File: config.mk
export PLATFORM = sky130hd
export DESIGN_NAME = ifetch
export DESIGN_NICKNAME = d
export VERILOG_FILES = /design/src/rtl/cpu_defines.sv /design/src/rtl/ifetch_skid.sv /design/src/rtl/ifetch.sv
export SDC_FILE = /design/constraint.sdc
export NUM_CORES = 1
export LEC_CHECK = 0
export ABC_CLOCK_PERIOD_IN_PS = 5000
export CORE_MARGIN = 2
export CORE_UTILIZATION = 42
export DETAILED_ROUTE_END_ITERATION = 12
export PLACE_DENSITY_LB_ADDON = 0.2
export SLEW_MARGIN = 20
export SYNTH_ARGS = -nofsm -noshare
export SYNTH_HDL_FRONTEND = slang
export SYNTH_SLANG_ARGS = --single-unit
export TNS_END_PERCENT = 10
File: constraint.sdc
create_clock -name clk -period 5 [get_ports clk]
set_input_delay 1.25 -clock clk [delete_from_list [all_inputs] [get_ports clk]]
set_output_delay 1.25 -clock clk [all_outputs]
set_load 0.005 [all_outputs]
File: src/rtl/cpu_defines.sv
// rtl/cpu_defines.sv - shared constants and encodings for the MIPS core
package cpu_defines;

    localparam logic [31:0] RESET_PC = 32'hBFC0_0000;
    localparam logic [31:0] NOP      = 32'h0000_0000;

    typedef enum logic [1:0] {
        IF_REQ  = 2'd0,
        IF_WAIT = 2'd1,
        IF_FULL = 2'd2
    } if_state_e;

endpackage

File: src/rtl/ifetch_skid.sv
// rtl/ifetch_skid.sv - one-entry {instr, pc} holding buffer for the fetch stage
module ifetch_skid #(
    parameter int ADDR_W = 32
) (
    input  logic              clk,
    input  logic              resetn,
    input  logic              load,
    input  logic              drain,
    input  logic              flush,
    input  logic [31:0]       in_instr,
    input  logic [ADDR_W-1:0] in_pc,
    output logic              valid,
    output logic [31:0]       instr,
    output logic [ADDR_W-1:0] pc
);
    import cpu_defines::*;

    logic              valid_q, valid_d;
    logic [31:0]       instr_q, instr_d;
    logic [ADDR_W-1:0] pc_q, pc_d;

    // Flush and drain both empty the entry; payload is kept since valid gates it.
    always_comb begin
        valid_d = valid_q;
        instr_d = instr_q;
        pc_d    = pc_q;
        if (flush || drain) begin
            valid_d = 1'b0;
        end else if (load) begin
            valid_d = 1'b1;
            instr_d = in_instr;
            pc_d    = in_pc;
        end
    end

    always_ff @(posedge clk or negedge resetn) begin
        if (!resetn) begin
            valid_q <= 1'b0;
            instr_q <= NOP;
            pc_q    <= '0;
        end else begin
            valid_q <= valid_d;
            instr_q <= instr_d;
            pc_q    <= pc_d;
        end
    end

    assign valid = valid_q;
    assign instr = instr_q;
    assign pc    = pc_q;

endmodule

File: src/rtl/ifetch.sv
// rtl/ifetch.sv - instruction fetch stage: PC generation, imem requests, decode handoff
module ifetch #(
    parameter int                ADDR_W   = 32,
    parameter logic [ADDR_W-1:0] RESET_PC = ADDR_W'(cpu_defines::RESET_PC)
) (
    input  logic              clk,
    input  logic              resetn,
    output logic              inst_req,
    output logic [ADDR_W-1:0] inst_addr,
    input  logic              inst_addr_ok,
    input  logic              inst_data_ok,
    input  logic [31:0]       inst_rdata,
    output logic              id_valid,
    input  logic              id_ready,
    output logic [31:0]       id_instr,
    output logic [ADDR_W-1:0] id_pc,
    input  logic              redirect_valid,
    input  logic [ADDR_W-1:0] redirect_pc
);
    import cpu_defines::*;

    if_state_e         state_q, state_d;
    logic [ADDR_W-1:0] pc_q, pc_d;
    logic              discard_q, discard_d;
    logic              id_valid_q, id_valid_d;
    logic [31:0]       id_instr_q, id_instr_d;
    logic [ADDR_W-1:0] id_pc_q, id_pc_d;

    logic              skid_load, skid_drain, skid_flush;
    logic              skid_valid;
    logic [31:0]       skid_instr;
    logic [ADDR_W-1:0] skid_pc;

    logic [ADDR_W-1:0] pc_inc;
    logic [ADDR_W-1:0] redirect_tgt;

    assign pc_inc       = pc_q + ADDR_W'(4);
    assign redirect_tgt = {redirect_pc[ADDR_W-1:2], 2'b00};

    ifetch_skid #(.ADDR_W(ADDR_W)) u_skid (
        .clk      (clk),
        .resetn   (resetn),
        .load     (skid_load),
        .drain    (skid_drain),
        .flush    (skid_flush),
        .in_instr (inst_rdata),
        .in_pc    (pc_q),
        .valid    (skid_valid),
        .instr    (skid_instr),
        .pc       (skid_pc)
    );

    always_comb begin
        state_d    = state_q;
        pc_d       = pc_q;
        discard_d  = discard_q;
        id_valid_d = id_valid_q;
        id_instr_d = id_instr_q;
        id_pc_d    = id_pc_q;
        skid_load  = 1'b0;
        skid_drain = 1'b0;
        skid_flush = 1'b0;

        if (id_valid_q && id_ready) begin
            id_valid_d = 1'b0;
        end

        if (redirect_valid) begin
            // A request still in flight must have its response swallowed.
            pc_d       = redirect_tgt;
            id_valid_d = 1'b0;
            skid_flush = 1'b1;
            if ((state_q == IF_WAIT && !inst_data_ok) ||
                (state_q == IF_REQ && inst_addr_ok)) begin
                discard_d = 1'b1;
                state_d   = IF_WAIT;
            end else begin
                discard_d = 1'b0;
                state_d   = IF_REQ;
            end
        end else begin
            case (state_q)
                IF_REQ: begin
                    if (inst_addr_ok) begin
                        state_d = IF_WAIT;
                    end
                end
                IF_WAIT: begin
                    if (inst_data_ok) begin
                        if (discard_q) begin
                            discard_d = 1'b0;
                            state_d   = IF_REQ;
                        end else if (!id_valid_q || id_ready) begin
                            id_valid_d = 1'b1;
                            id_instr_d = inst_rdata;
                            id_pc_d    = pc_q;
                            pc_d       = pc_inc;
                            state_d    = IF_REQ;
                        end else begin
                            skid_load = 1'b1;
                            pc_d      = pc_inc;
                            state_d   = IF_FULL;
                        end
                    end
                end
                IF_FULL: begin
                    if (id_ready && skid_valid) begin
                        id_valid_d = 1'b1;
                        id_instr_d = skid_instr;
                        id_pc_d    = skid_pc;
                        skid_drain = 1'b1;
                        state_d    = IF_REQ;
                    end
                end
                default: state_d = IF_REQ;
            endcase
        end
    end

    always_ff @(posedge clk or negedge resetn) begin
        if (!resetn) begin
            state_q    <= IF_REQ;
            pc_q       <= RESET_PC;
            discard_q  <= 1'b0;
            id_valid_q <= 1'b0;
            id_instr_q <= NOP;
            id_pc_q    <= '0;
        end else begin
            state_q    <= state_d;
            pc_q       <= pc_d;
            discard_q  <= discard_d;
            id_valid_q <= id_valid_d;
            id_instr_q <= id_instr_d;
            id_pc_q    <= id_pc_d;
        end
    end

    // Gate with reset so no request is presented while the core is held.
    assign inst_req  = resetn & (state_q == IF_REQ);
    assign inst_addr = pc_q;
    assign id_valid  = id_valid_q;
    assign id_instr  = id_instr_q;
    assign id_pc     = id_pc_q;

endmodule
======== Word level (Yosys, flattened, before mapping) ========
Index checks and enable logic that the tools add are counted.
W data, S select, Z words.
operators by class
  eq/ne operators ......................... 10
  add/subtract/negate cells ............... 1
  bitwise logic cells ..................... 3
  reduce and logical (&&, ||, !) cells .... 19
  mux-type cells .......................... 44
operators with widths
  cell                     number
  $mux W32                 12
  $pmux W32 S2             2
  $add A32 B3 Y32 const B  1
  $mux W1                  22
  $mux W2                  6
  $ne A3 B3 Y1 const B     3
  $ne A2 B2 Y1 const B     4
  $reduce_bool A2 Y1       4
  $pmux W2 S3              1
  $reduce_and A3 Y1        2
  $reduce_and A6 Y1        1
  $logic_and A1 B1 Y1      4
  $reduce_and A2 Y1        2
  $logic_or A1 B1 Y1       3
  $eq A2 B1 Y1 const B     1
  $eq A2 B2 Y1 const B     1
  $logic_not A1 Y1         2
  $logic_not A2 Y1         1
  $ne A2 B1 Y1 const B     1
  $not A1 Y1               2
  $pmux W1 S2              1
  $and A1 B1 Y1            1
storage, ports and cells
  input port bits ......................... 70
  word-level logic and storage cells ...... 86
  register bits after elaboration ......... 165

======== Longest topological paths before layout ========
Gate-level depths: netlist of run 1.
  depth after elaboration ................. 9
  gate-level depth with buffers ........... 9
  mapped depth without buffers ............ 6

======== Modules after synthesis ========
A second synthesis of run 1 with hierarchy kept.
unflattened totals
  cells, all modules ...................... 604
  area total of the unflattened synthesis .. 8008.9 sq um
modules (own cells, without submodules)
  module       instances  area each (sq um)  cells each
  ifetch       1          5283.8             465
  ifetch_skid  1          2725.1             139

======== Worst setup path after synthesis of run 1 ========
OpenSTA, ideal clock, no wires.
  path kind ............................... in2reg
  from .................................... input port inst_data_ok
  to ...................................... register id_instr_q[0] (netlist: id_instr[0])
  data arrival time ....................... 2.555 ns
  setup slack ............................. 2.320 ns
  setup time .............................. 0.125 ns
  stages on the path ...................... 7
  buffers on the path ..................... 3
  cell sequence ........................... and3b_1 buf_2 a22oi_1 or3_1 clkbuf_1 buf_2 mux2_2
on the way
  cells in the longest elaborated chain, start to end .. 2
RTL lines
  item                                line           text
  start: declaration                  ifetch.sv:11   input logic inst_data_ok,
  $ne A2 B2 Y1 (no source line)       -
  $reduce_and A6 Y1 (no source line)  -
  end signal: assignment              ifetch.sv:133  id_instr_q <= id_instr_d;
  end: declaration                    ifetch.sv:26   logic [31:0] id_instr_q, id_instr_d;
No other way between the ends.
A chain may end at the register's enable or synchronous reset.

======== Worst setup path after layout of run 1 ========
  from .................................... input port inst_data_ok
  to ...................................... register id_instr_q[3] (netlist: id_instr[3])
Same word-level chain as after synthesis.

==> flow_summary.yaml, run 1 <==
sta:
  timing.final.hold_violations: 0
  maxSlewHeadroom_pct: 31.55
  finalSetupTns_ns: 0
  fin_skew_ns: 0.006814
  rsz0062_at_grt: "false"
  max_freq_mhz: 279.6
  tightest_slew_ns: 1.027
  finalMaxSlewViolations: 0
  fin_crit_sh_pct: 71.52
  min_period_ns: 3.576
  setup-violations-final: 0
final_layout:
  syn_to_final_growth_pct: 31.09
  fin_cells: 992
  antenna_cells: 0
  num-nets-final: 829
  drive_gt1_share_pct: 29.99
  fill_cells: 1471
placement:
  routabilityCongestion: 0.7462
  port_buffers: 161
  dp_cells: 960
  hpwl_um: 11970
clock_network:
  cts_buffer_depth: 2
  clk_pin_slew_ns: 0.06
  post-cts-setup-buffers: 0
  clock-root-buffer: "clkbuf_16"
  tritoncts: "done"
  cts_sinks: 159
  cts_resized: 0
  tritoncts.num_buffers: 17
  htree_levels: 4
  clk_latency_ns: 0.42
  holdBufCountCts: 0
floorplanning:
  rows: 48
  die_h_um: 137.8
  io_pins: 168
  start_util_pct: 43.14
  design.core.area_sq_mm: 0.01742
  die_x_um: 137.8
  die-area_sq_mm: 0.01898
critical_path:
  crit_start: "inst_data_ok"
  critical_path_class: "input pin to register"
  cp_data_required_time_ns: 5.31
  endpoint: "id_instr[3]"
  startpoint_type: "input pin"
  r2r_start: "state_q[0]"
  worstReg2RegEnd: "id_instr[3]"
  regToRegSetupSlack_ns: 1.95
  critPathArrivalTime_ns: 3.88
  end_kind: "register"
  worstPathMaxFanout: 37
  reg2reg_depth: 6
synthesis:
  syn_avg_cell_area_sq_um: 12.38
  ys_seq_area_share_pct: 53.11
  yosysWarningCount: 0
  async_flop_share_pct: 100.0
  synth_area_leaders: "dfrtp_1 (50%), mux2_2 (26%), dfstp_2 (3.1%), o21ai_0 (2.1%), nand2_1 (1.9%)"
  netlist.area_leader.share_pct: 49.96
  synth-seq-cells: 159
  synth_top_area_cell: "dfrtp_1"
  synthDistinctLibCells: 50
  synth-edff-count: 0
  syn_inst: 607
  synth_area_sq_mm: 0.007513
  synth_ff_type: "dfrtp_1"
grt:
  grt_max_degree: 72
  grt_pass1_vias: 5502
  grt-ovfl-total: 0
  grt_use_total_pct: 19.49
  grt_antenna_before_repair: 0
  grt_pass1_wl_um: 28430
detailed_routing:
  antenna_left: 0
  vias: 5354
  wl_per_cell_um: 17.89
  first_pass_iters: 5
  viasPerCell: 5.397
  drt_iter0_drc: 308
  drc: 0
  totalWireLength_um: 17750
power:
  p_per_area_mw_per_mm2: 435.8
  leakage_nw: 4.154
  vdd_drop_max_mv: 0.2631
min_path:
  hp-class: "register to register"
  min_path_cells: 2
run_status:
  status: "completed"
run:
  cap_violations: 0
## area by class of cell
class	instances	area (sq um)	share of cell area [%]
Clock inverter	11	110.1	1.118
Sequential cell	159	3990	40.51
Inverter	12	45.04	0.4573
Tap cell	225	281.5	2.858
Timing Repair Buffer	167	1658	16.83
Clock buffer	21	470.5	4.776
Multi-Input combinational cell	397	3294	33.45
## cells by family after synthesis
group	Yosys count	synth area share, %
other	1	0.04991
muxes	177	26.48
DFF	159	53.11
and+or+nand+nor	131	9.359
buffers and inverters	54	3.397
AOI/OAI and AO/OA	69	5.495
xor gates and xnor gates	11	1.282
adders and majority gates	5	0.8326
## worst max-delay path, cell delays in order
cell             delay (ns)
clkdlybuf4s50_1        0.61
and3b_1                0.32
a22oi_1                0.10
or3_2                  0.79
buf_4                  0.42
mux2_2                 0.34
## flip-flops by register name, indices dropped and copies added, names as in the netlist
name	flops
id_pc	30
id_instr	32
inst_addr	30
u_skid.instr	32
id_valid	1
u_skid.pc	30
discard_q	1
state_q	2
u_skid.valid	1
## cells in the final DEF (no fill, tap or decap), types with 3 or more instances in the layout
cell and count:
a21oi_1 3, a31oi_1 16, buf_4 6, clkbuf_16 17, clkbuf_8 3, clkdlybuf4s50_1 160, clkinv_4 4, clkinvlp_4 6
conb_1 4, dfrtp_1 150, dfstp_2 9, ha_1 4, inv_1 11, mux2_2 174, mux2i_1 3, nand2_1 38
nand3_1 16, nand4_1 6, nor2_1 20, nor3_1 6, nor4_1 5, o21ai_0 32, o31ai_1 12, or3_1 4
or3_2 3, or4_1 16, xnor2_1 9
## metrics by stage
| stage | instance area, sq um | utilization (%) | hold WS (ns) | setup slack (ns) | total power, mW |
|---|---|---|---|---|---|
| 4_1_cts | 9849 | 56.55 | 0.4891 | 1.426 | 4.351 |
| 2_1_floorplan | 7525 | - | 0.4502 | 2.320 | 2.287 |
| 6_report | 9849 | 56.55 | 0.4847 | 1.424 | 4.293 |
| 5_1_grt | 9849 | 56.55 | 0.5120 | 1.317 | 4.538 |
| 3_5_place_dp | 9269 | 53.22 | 0.4755 | 0.9701 | 3.068 |
| 3_3_place_gp | 9269 | 53.22 | 0.4639 | 1.074 | 3.024 |
## report_power, final
part / leakage, nW / switching, mW / internal [mW] / total, mW
Clock: 0.264 / 0.532 / 0.727 / 1.26
Combinational: 1.89 / 0.374 / 0.814 / 1.19
Sequential: 2.00 / 0.215 / 1.63 / 1.84
Total: 4.15 / 1.12 / 3.17 / 4.29
## synth_stat cells (all sizes together) (2+ instances only)
master and number:
nand4 6, or3 7, a31oi 16, dfrtp 150, xnor2 9, nor3 6
o31ai 12, buf 17, nor4 5, ha 5, nor2b 2, clkbuf 24
and3 2, nand4b 3, nand3 17, nand3b 2, a22oi 2, nor2 20
nand2 38, mux2 174, mux2i 3, a21oi 3, or4 17, xor2 2
o21ai 32, dfstp 9, inv 11
## how the worst min path moves through the flow
stage	from	endpoint	slack (ns)
3_3_place_gp	u_skid.pc[20]	u_skid.pc[20]	0.46
5_1_grt	id_pc[2]	id_pc[2]	0.51
3_5_place_dp	u_skid.pc[15]	u_skid.pc[15]	0.48
4_1_cts	u_skid.pc[15]	u_skid.pc[15]	0.49
2_1_floorplan	u_skid.pc[10]	u_skid.pc[10]	0.45
6_report	u_skid.pc[15]	u_skid.pc[15]	0.48
## routing by layer
| metal | global-route usage, % | up-vias | part of all wire (%) |
|---|---|---|---|
| li1 | - | 2487 | - |
| met4 | 5.839 | 0 | 0.98 |
| met2 | 31.95 | 154 | 48 |
| met3 | 5.666 | 14 | 7.0 |
| met1 | 25.07 | 2699 | 44 |
| met5 | 0 | - | 0 |
(Power assumes the default switching activity.)
==> run 2: changes to the inputs <==
- ABC_CLOCK_PERIOD_IN_PS: 5000 -> 3200
- clock period: 5 -> 3.2 ns (I/O delays scaled with it)
==> run 2 against run 1 <==
Final area is 0.47% higher. Non-clock buffer count rose by 6. Worst hold slack gained 0.0026 ns. Count of clock-buffer cells in the layout shrank 1. Clock skew grew 0.0015 ns. Worst setup slack got worse by 0.91 ns. Power rose by 55%.
==> flow_summary.yaml, run 2 (synthesized netlist as in run 1, its figures left out) <==
detailed_routing:
  drt_iter0_drc: 238
  vias: 5252
  viasPerCell: 5.263
  wl_per_cell_um: 17.41
  first_pass_iters: 4
  drc: 0
  antenna_left: 0
  totalWireLength_um: 17370
sta:
  min_period_ns: 2.690
  setup-violations-final: 0
  rsz0062_at_grt: "false"
  tightest_slew_ns: 0.9035
  finalSetupTns_ns: 0
  fin_skew_ns: 0.008275
  maxSlewHeadroom_pct: 39.77
  timing.final.hold_violations: 0
  fin_crit_sh_pct: 84.06
  finalMaxSlewViolations: 0
  max_freq_mhz: 371.7
power:
  p_per_area_mw_per_mm2: 674.2
  p_sw_mw: 1.706
  total_power_mw: 6.672
  p_int_mw: 4.965
  seqPwrFrac_pct: 43.2
  leakage_nw: 4.194
  switching_share_pct: 25.57
  comb_power_share_pct: 27.9
  vdd_drop_max_mv: 0.4175
  p_clk_share_pct: 29.0
clock_network:
  htree_levels: 4
  clk_pin_slew_ns: 0.06
  clock-root-buffer: "clkbuf_16"
  cts_resized: 0
  holdBufCountCts: 0
  cts_sinks: 159
  cts_buffer_depth: 2
  tritoncts: "done"
  clk_latency_ns: 0.42
  tritoncts.num_buffers: 17
  post-cts-setup-buffers: 0
final_layout:
  post-route-util_pct: 56.82
  design_area_sq_mm: 0.009896
  fill_cells: 1445
  drive_gt1_share_pct: 30.27
  num-nets-final: 835
  layout_common_cells: "mux2_2 (174), clkdlybuf4s50_1 (160), dfrtp_1 (150)"
  antenna_cells: 0
  syn_to_final_growth_pct: 31.71
  final_common_cell: "mux2_2"
placement:
  hpwl_um: 11680
  placed_area_sq_mm: 0.009339
  routabilityCongestion: 0.7937
  port_buffers: 161
floorplanning:
  rows: 48
  design.core.area_sq_mm: 0.01742
  die_x_um: 137.8
  io_pins: 168
  start_util_pct: 43.14
  die-area_sq_mm: 0.01898
  die_h_um: 137.8
min_path:
  hp-class: "register to register"
grt:
  grt-ovfl-total: 0
  grt_use_total_pct: 18.91
  grt_antenna_before_repair: 0
  grt_max_degree: 160
  grt_pass1_vias: 5308
  grt_pass1_wl_um: 27430
run_status:
  status: "completed"
critical_path:
  end_kind: "output pin"
  cp_data_required_time_ns: 2.40
  critical_path_class: "register to output pin"
  worstPathMaxFanout: 3
  critPathArrivalTime_ns: 1.89
  startpoint_type: "register"
run:
  cap_violations: 0
run 2: changes by cell type in the layout (fill, tap and decap cells not counted):
cell and delta:
clkbuf_8 -3, buf_12 +2, clkinv_4 -4, buf_4 +4, clkinvlp_4 -2, clkinv_2 +6, clkbuf_1 +2, bufinv_16 +1
run 2: worst paths after layout:
check | startpoint | endpoint | slack (ns) | cells after the start
max in group asynchronous | resetn | inst_addr[12] | 1.97 | 2
setup reg to reg | state_q[1] | id_pc[9] | 0.80 | 7
min in group asynchronous | resetn | id_pc[23] | 0.52 | 2
setup / recovery | state_q[0] | inst_req | 0.51 | 4
hold reg to reg | u_skid.pc[15] | u_skid.pc[15] | 0.49 | 2
hold / removal | u_skid.pc[15] | u_skid.pc[15] | 0.49 | 2
run 2: cell type report:
type                            instances  area [sq um]  area share (%)
Sequential cell                       159          3990           40.32
Multi-Input combinational cell        397          3294           33.29
Timing Repair Buffer                  173          1728           17.46
Clock buffer                           20         436.7           4.413
Tap cell                              225         281.5           2.845
Clock inverter                         12         120.1           1.214
Inverter                               12         45.04          0.4552
run 2: routing by layer:
layer  track usage, %  share of wire, %  vias up
li1                 -                 -     2490
met1            24.29                43     2594
met2            30.76                48      147
met3            5.372               7.1       21
met4            6.519               1.7        0
met5                0                 0        -
run 2: worst max-delay path: stages, from the launching register on:
cell	delay, ns
dfrtp_1	0.40
inv_1	0.15
ha_1	0.22
and2_1	0.17
clkdlybuf4s50_1	0.53
run 2: metrics by stage:
step | setup slack [ns] | cells | hold slack, ns
6_report | 0.5100 | 998 | 0.4873
2_1_floorplan | 0.9700 | 610 | 0.4502
5_1_grt | 0.3996 | 998 | 0.5114
3_5_place_dp | 0.2292 | 966 | 0.4765
4_1_cts | 0.5077 | 998 | 0.4910
3_3_place_gp | 0.2641 | 966 | 0.4639
run 2: power by group through the flow:
stage	registers (mW)	clock network, mW	logic (mW)
floorplan	2.88	0	0.692
CTS	2.88	1.98	1.90
global placement	2.88	0	1.85
detailed placement	2.91	0	1.88
finish	2.88	1.93	1.86
global route	2.95	2.08	2.02
